$ cat src/rtl/fifo_read_drainer_if.sv
// Interface bundling the FIFO read port and the downstream valid/ready stream
// of the FIFO read drainer.
//   master : drainer side  (drives read_enable, out_data, out_valid,
//                           burst_active, rd_count)
//   slave  : environment side (drives rempty, half_full, data_read, out_ready)
interface fifo_read_drainer_if #(
  parameter int DATA_WIDTH = 8
);
  logic                  rempty;
  logic                  half_full;
  logic                  read_enable;
  logic [DATA_WIDTH-1:0] data_read;
  logic [DATA_WIDTH-1:0] out_data;
  logic                  out_valid;
  logic                  out_ready;
  logic                  burst_active;
  logic [15:0]           rd_count;

  modport master (
    input  rempty, half_full, data_read, out_ready,
    output read_enable, out_data, out_valid, burst_active, rd_count
  );

  modport slave (
    output rempty, half_full, data_read, out_ready,
    input  read_enable, out_data, out_valid, burst_active, rd_count
  );
endinterface

$ cat src/rtl/fifo_read_drainer.sv
// Read-side controller for an async FIFO (rclk domain).
// Pops the FIFO with read_enable, absorbs its 1-cycle read latency and
// re-presents the words on a valid/ready stream through a 2-entry buffer.
// Reads in bursts of up to BURST_LEN words while the FIFO reports half_full,
// and drains low-level data that has sat in the FIFO for TIMEOUT idle cycles.
// Ports:
//   rclk          read-domain clock, all logic on posedge
//   rrst          synchronous active-high reset
//   bus.rempty    FIFO empty flag          bus.half_full   FIFO >= half depth
//   bus.read_enable  FIFO pop (data next cycle)   bus.data_read  FIFO data
//   bus.out_data/out_valid/out_ready  output stream (head of buffer)
//   bus.burst_active  high in BURST or DRAIN      bus.rd_count  reads issued
module fifo_read_drainer #(
  parameter int DATA_WIDTH = 8,
  parameter int BURST_LEN  = 4,
  parameter int TIMEOUT    = 16
) (
  input  logic                rclk,
  input  logic                rrst,
  fifo_read_drainer_if.master bus
);
  localparam int TW = $clog2(TIMEOUT);
  localparam int BW = $clog2(BURST_LEN + 1);
  localparam logic [TW-1:0] TO_LAST   = TW'(TIMEOUT - 1);
  localparam logic [BW-1:0] BURST_MAX = BW'(BURST_LEN);

  typedef enum logic [1:0] {
    S_IDLE  = 2'd0,
    S_BURST = 2'd1,
    S_DRAIN = 2'd2
  } state_t;

  state_t                state_q, state_d;
  logic [TW-1:0]         to_cnt_q, to_cnt_d;
  logic [BW-1:0]         burst_cnt_q, burst_cnt_d;
  logic                  pending_q;
  logic [1:0]            buf_cnt_q, buf_cnt_d;
  logic [DATA_WIDTH-1:0] buf0_q, buf0_d;
  logic [DATA_WIDTH-1:0] buf1_q, buf1_d;
  logic [15:0]           rd_count_q;
  logic                  burst_active_q;

  logic                  pop_s;
  logic                  rd_en_s;
  logic [2:0]            occ_s;
  logic [BW-1:0]         burst_nxt_s;

  // A word leaves the buffer whenever the head is valid and accepted.
  assign pop_s = (buf_cnt_q != 2'd0) & bus.out_ready;
  // Occupancy after this edge: buffered words plus the word still in flight
  // from the FIFO, minus the one leaving now. A new read is safe while < 2.
  assign occ_s = {1'b0, buf_cnt_q} + {2'b00, pending_q} - {2'b00, pop_s};
  assign burst_nxt_s = burst_cnt_q + {{(BW-1){1'b0}}, rd_en_s};

  // Read issue: only when reading states, FIFO non-empty and buffer room.
  always_comb begin
    rd_en_s = 1'b0;
    case (state_q)
      S_BURST: rd_en_s = !bus.rempty && (occ_s < 3'd2) && (burst_cnt_q < BURST_MAX);
      S_DRAIN: rd_en_s = !bus.rempty && (occ_s < 3'd2);
      default: rd_en_s = 1'b0;
    endcase
  end

  // Next-state logic for the IDLE/BURST/DRAIN controller and its counters.
  always_comb begin
    state_d     = state_q;
    to_cnt_d    = {TW{1'b0}};
    burst_cnt_d = burst_cnt_q;
    case (state_q)
      S_IDLE: begin
        if (bus.half_full) begin
          state_d     = S_BURST;
          burst_cnt_d = {BW{1'b0}};
        end else if (!bus.rempty) begin
          // Data is sitting below the half level: count towards a drain.
          if (to_cnt_q == TO_LAST) begin
            state_d = S_DRAIN;
          end else begin
            to_cnt_d = to_cnt_q + {{(TW-1){1'b0}}, 1'b1};
          end
        end else begin
          to_cnt_d = {TW{1'b0}};
        end
      end
      S_BURST: begin
        burst_cnt_d = burst_nxt_s;
        if ((burst_nxt_s == BURST_MAX) || (bus.rempty && !rd_en_s)) begin
          state_d = S_IDLE;
        end else begin
          state_d = S_BURST;
        end
      end
      S_DRAIN: begin
        if (bus.rempty && !rd_en_s) begin
          state_d = S_IDLE;
        end else begin
          state_d = S_DRAIN;
        end
      end
      default: state_d = S_IDLE;
    endcase
  end

  // Two-entry output buffer: buf0 is the head, the returning FIFO word
  // is appended at the tail; push and pop together keep the count.
  always_comb begin
    buf0_d    = buf0_q;
    buf1_d    = buf1_q;
    buf_cnt_d = buf_cnt_q;
    case ({pending_q, pop_s})
      2'b10: begin
        if (buf_cnt_q == 2'd0) begin
          buf0_d = bus.data_read;
        end else begin
          buf1_d = bus.data_read;
        end
        buf_cnt_d = buf_cnt_q + 2'd1;
      end
      2'b01: begin
        buf0_d    = buf1_q;
        buf_cnt_d = buf_cnt_q - 2'd1;
      end
      2'b11: begin
        if (buf_cnt_q == 2'd1) begin
          buf0_d = bus.data_read;
        end else begin
          buf0_d = buf1_q;
          buf1_d = bus.data_read;
        end
      end
      default: begin
        buf_cnt_d = buf_cnt_q;
      end
    endcase
  end

  // State, counters, capture pipeline and output registers.
  always_ff @(posedge rclk) begin
    if (rrst) begin
      state_q        <= S_IDLE;
      to_cnt_q       <= {TW{1'b0}};
      burst_cnt_q    <= {BW{1'b0}};
      pending_q      <= 1'b0;
      buf_cnt_q      <= 2'd0;
      buf0_q         <= {DATA_WIDTH{1'b0}};
      buf1_q         <= {DATA_WIDTH{1'b0}};
      rd_count_q     <= 16'h0000;
      burst_active_q <= 1'b0;
    end else begin
      state_q        <= state_d;
      to_cnt_q       <= to_cnt_d;
      burst_cnt_q    <= burst_cnt_d;
      pending_q      <= rd_en_s;
      buf_cnt_q      <= buf_cnt_d;
      buf0_q         <= buf0_d;
      buf1_q         <= buf1_d;
      rd_count_q     <= rd_count_q + {15'h0000, rd_en_s};
      burst_active_q <= (state_d != S_IDLE);
    end
  end

  assign bus.read_enable  = rd_en_s;
  assign bus.out_data     = buf0_q;
  assign bus.out_valid    = (buf_cnt_q != 2'd0);
  assign bus.burst_active = burst_active_q;
  assign bus.rd_count     = rd_count_q;
endmodule

$ cat src/flat_wrapper.sv
// flat-port wrapper written by rule: the top's interface ports become plain ports
module fifo_read_drainer_flat 
#(
  parameter int DATA_WIDTH = 8,
  parameter int BURST_LEN  = 4,
  parameter int TIMEOUT    = 16
)
  (rclk, rrst, bus_rempty, bus_half_full, bus_data_read, bus_out_ready, bus_read_enable, bus_out_data, bus_out_valid, bus_burst_active, bus_rd_count);
  fifo_read_drainer_if #(.DATA_WIDTH(DATA_WIDTH)) bus_i ();
  input  logic rclk;
  input  logic rrst;
  input wire logic [$bits(bus_i.rempty)-1:0] bus_rempty;
  input wire logic [$bits(bus_i.half_full)-1:0] bus_half_full;
  input wire logic [$bits(bus_i.data_read)-1:0] bus_data_read;
  input wire logic [$bits(bus_i.out_ready)-1:0] bus_out_ready;
  output wire logic [$bits(bus_i.read_enable)-1:0] bus_read_enable;
  output wire logic [$bits(bus_i.out_data)-1:0] bus_out_data;
  output wire logic [$bits(bus_i.out_valid)-1:0] bus_out_valid;
  output wire logic [$bits(bus_i.burst_active)-1:0] bus_burst_active;
  output wire logic [$bits(bus_i.rd_count)-1:0] bus_rd_count;
  assign bus_i.rempty = bus_rempty;
  assign bus_i.half_full = bus_half_full;
  assign bus_i.data_read = bus_data_read;
  assign bus_i.out_ready = bus_out_ready;
  assign bus_read_enable = bus_i.read_enable;
  assign bus_out_data = bus_i.out_data;
  assign bus_out_valid = bus_i.out_valid;
  assign bus_burst_active = bus_i.burst_active;
  assign bus_rd_count = bus_i.rd_count;
  fifo_read_drainer #(.DATA_WIDTH(DATA_WIDTH), .BURST_LEN(BURST_LEN), .TIMEOUT(TIMEOUT)) u_core (.rclk(rclk), .rrst(rrst), .bus(bus_i));
endmodule
$ cat config.mk
export PLATFORM = sky130hd
export DESIGN_NAME = fifo_read_drainer_flat
export DESIGN_NICKNAME = d
export VERILOG_FILES = /design/src/rtl/fifo_read_drainer_if.sv /design/src/rtl/fifo_read_drainer.sv /design/src/flat_wrapper.sv
export SDC_FILE = /design/constraint.sdc
export NUM_CORES = 1
export LEC_CHECK = 0
export ABC_CLOCK_PERIOD_IN_PS = 4100
export CORE_MARGIN = 2
export CORE_UTILIZATION = 51
export CTS_CLUSTER_SIZE = 10
export DETAILED_ROUTE_END_ITERATION = 7
export GPL_TIMING_DRIVEN = 0
export PLACE_DENSITY = 0.87
export SLEW_MARGIN = 20
export SYNTH_ARGS = -nofsm -noshare
export SYNTH_HDL_FRONTEND = slang
export SYNTH_SLANG_ARGS = --single-unit
$ cat constraint.sdc
create_clock -name rclk -period 4.1 [get_ports rclk]
set_input_delay 0.82 -clock rclk [delete_from_list [all_inputs] [get_ports rclk]]
set_output_delay 0.82 -clock rclk [all_outputs]
set_load 0.05 [all_outputs]
==> flow_metrics.tcl <==
set metrics [dict create \
    grt_overflow 0 \
    crit_slowest_cell "fa_1" \
    crit-reg2reg-launch "u_core.buf_cnt_q[1]" \
    intPower_uw 776 \
    clockBufferDepth 2 \
    synthesis.nets 254 \
    cts_tree "yes" \
    post_layout_nonfiller_instances 322 \
    synthDistinctLibCells 38 \
    finalCritPeriodShare 0.986 \
    diodes 0 \
    cp-startpoint "bus_out_ready" \
    p_per_area_nw_per_um2 456 \
    synth_warnings 0 \
    finish.utilization 0.670 \
    cts.sinks 45 \
    synthFlopType "dfxtp_1" \
    drtPass1Iterations 4 \
    startpoint_type "input port" \
    r2r.worst_path.cells 14 \
    dp_cells 314 \
    cp_max_fo 4 \
    worstHoldStart "u_core.to_cnt_q[0]" \
    rrSetupSlack_ns 0.43 \
    core_um2 4000 \
    post_synth.cell_area_avg_um2 9.35 \
    critPathArrivalTime_ns 3.22 \
    skew_ns 0.00645 \
    fillers 331 \
    p_comb_frac 0.341 \
    layout_common_cells "dfxtp_1, nor2_1, clkdlybuf4s50_1, inv_1, ha_1" \
    synth_top_cell_by_area "dfxtp_1" \
    cts-buffers-inserted 5 \
    worst-endpoint-required_ns 3.28 \
    gp_congestion 0.798 \
    die_area_um2 4670 \
    seqPwrFrac 0.411 \
    drive_above_1_share 0.0882 \
    rsz0062_at_grt "true" \
    setup_tns_ns 0 \
    antenna_found_initial 0 \
    hold_end "u_core.to_cnt_q[0]" \
    cp_top_family "buffers and inverters" \
    io_buffers 38 \
    synth_area_um2 2110 \
    final_antenna_net_count 0 \
    dp_slack_ns -0.457 \
    outcome "completed" \
    grt_pass1_vias 1672 \
    num-nets-final 299 \
    start_util 0.528 \
    finalHoldViolCount 0 \
    final_max_slew_viol_count 0 \
    clockPowerShare 0.249 \
    reg2reg_to "u_core.bus.rd_count[10]" \
    synthArstFlopShare 0 \
    crit_path_cell_trace "clkdlybuf4s50_1, nor2b_1, ha_1, nand2b_1, fa_1, nand2_1, nor4_4, buf_2" \
    totalWireLength_mm 4.34 \
    drc_errors 0 \
    vias_per_cell 5.32 \
    sw_frac_of_total 0.365 \
    yosysSeqAreaShare 0.427 \
    peakVddDrop_mv 0.268 \
    crit_type "in2out" \
    hold_path_depth 1 \
    leakagePower_uw 0.00107 \
    slowest_delay_ns 0.48 \
    critPathBufInv 2 \
    fmax_ghz 0.247 \
    clk_pin_slew_ns 0.08 \
    cts-root-buf "clkbuf_8" \
    switching_power_uw 447 \
    whs_ns 0.452 \
    worst_slack_ns 0.0585 \
    synth_edf_count 0 \
    worst_hold_path_type "reg2reg" \
    dieWidth_um 68.4 \
    setup_viol 0 \
    clk_latency_ns 0.30 \
    io-pin-count 40 \
    layout_commonest_cell "dfxtp_1" \
    placementRows 23 \
    ys_seq_elements 45 \
    syn_inst 226 \
    wl_per_cell_um 13.5 \
    grt_pass1_wl_mm 7.21 \
    fin_crit_ns 4.04 \
    grt_max_degree 14 \
    synth_top_cell_area_share 0.427 \
    first_iter_violations 129 \
    die_y_um 68.4 \
    area_growth_pct 26.9 \
    grt_usage 0.209 \
    slew_headroom 0.585 \
    crit_path_end_kind "output pin" \
    ys_top_cells_by_area "dfxtp_1, ha_1, nor2_1" \
    max_slew.worst_pin.slew_ns 0.620 \
    cts-htree-levels 2 \
    dr_total_vias 1714 \
    max-cap-violations 0 \
    dp_hpwl_mm 3.14 \
]
-- cell usage after synthesis (2+ instances only) --
| library cell | n |
|---|---|
| dfxtp_1 | 45 |
| nor2_1 | 39 |
| inv_1 | 16 |
| ha_1 | 14 |
| a211oi_1 | 10 |
| xnor2_1 | 10 |
| a22oi_1 | 8 |
| mux2i_1 | 8 |
| nor2b_1 | 8 |
| nor3_1 | 7 |
| a21oi_1 | 6 |
| nand2_1 | 6 |
| nand3_1 | 6 |
| xor2_1 | 6 |
| clkbuf_1 | 5 |
| o21ai_0 | 5 |
| nor4_1 | 3 |
| a21o_1 | 2 |
| a32oi_1 | 2 |
| nand2b_1 | 2 |
-- worst max-delay path by stage --
stage / end / slack [ns] / cells past startpoint
2_1_floorplan: u_core.bus.rd_count[15] / 0.03 / 11
3_3_place_gp: bus_read_enable / -0.45 / 8
3_5_place_dp: bus_read_enable / -0.46 / 8
4_1_cts: bus_read_enable / 0.08 / 8
5_1_grt: bus_read_enable / -0.05 / 8
6_report: bus_read_enable / 0.06 / 8
-- layout make-up --
class	instances	area, um^2	area share
timing repair buffer	38	375	0.140
sequential	45	901	0.336
clock buffer	7	96.3	0.0359
clock inverter	1	5.00	0.00187
multi-input combinational	159	1160	0.431
tap	50	62.6	0.0233
inverter	16	60.1	0.0224
buffer	6	23.8	0.00887
-- worst register-to-register path, stage by stage, from the launching register on --
cell and delay, ns:
dfxtp_1 0.41, inv_1 0.10, ha_1 0.22, nor2b_1 0.21
ha_1 0.31, nand2b_1 0.17, fa_1 0.48, nand2_1 0.08
nor4_4 0.33, ha_2 0.30, ha_1 0.23, nand3_1 0.21
nor3_1 0.28, xnor2_1 0.14, nor2_1 0.05
-- registers in the layout (all words and copies together), names as in the netlist --
| signal | cells |
|---|---|
| u_core.bus.rd_count | 16 |
| u_core.buf1_q | 8 |
| u_core.bus.out_data | 8 |
| u_core.to_cnt_q | 4 |
| u_core.burst_cnt_q | 3 |
| u_core.buf_cnt_q | 2 |
| u_core.state_q | 2 |
| u_core.bus.burst_active | 1 |
| u_core.pending_q | 1 |
-- through the flow --
stage | total power, uW | area [um^2]
6_report | 1220 | 2680
3_3_place_gp | 921 | 2570
5_1_grt | 1290 | 2680
3_5_place_dp | 929 | 2570
2_1_floorplan | 807 | 2130
4_1_cts | 1230 | 2670
-- power by group through the flow --
stage	Clock (uW)	Sequential, uW	Combinational, uW
3_3_place_gp	0	510	411
2_1_floorplan	0	607	200
5_1_grt	324	507	455
4_1_cts	311	503	418
6_report	304	502	417
3_5_place_dp	0	512	417
-- what timing repair did --
| item | in CTS | in global routing |
|---|---|---|
| setup buffers | 0 | 0 |
| setup endpoints to repair | 1 | 4 |
| gates resized for setup | 5 | 3 |
| hold buffers | 0 | 0 |
-- kinds of logic (layout without fill, tap and decap cells) --
| logic type | after synthesis | in the layout | share of synthesized area |
|---|---|---|---|
| adder cells (fa/ha/maj) | 15 | 15 | 0.0924 |
| buffers and inverters | 22 | 68 | 0.0397 |
| flip-flops | 45 | 45 | 0.427 |
| multiplexers | 9 | 9 | 0.0450 |
| AO/OA/AOI/OAI | 38 | 38 | 0.125 |
| AND/OR/NAND/NOR | 81 | 81 | 0.205 |
| XOR/XNOR | 16 | 16 | 0.0663 |
-- routing by layer --
| metal | up-vias | track usage | routed length, um | part of all wire |
|---|---|---|---|---|
| met2 | 33 | 0.346 | 2100 | 0.48 |
| met5 | - | 0 | 0 | 0 |
| met4 | 0 | 0.108 | 95 | 0.022 |
| met3 | 9 | 0.0576 | 209 | 0.048 |
| li1 | 871 | - | - | - |
| met1 | 801 | 0.248 | 1930 | 0.45 |
Power figures use the tool's default switching activity.
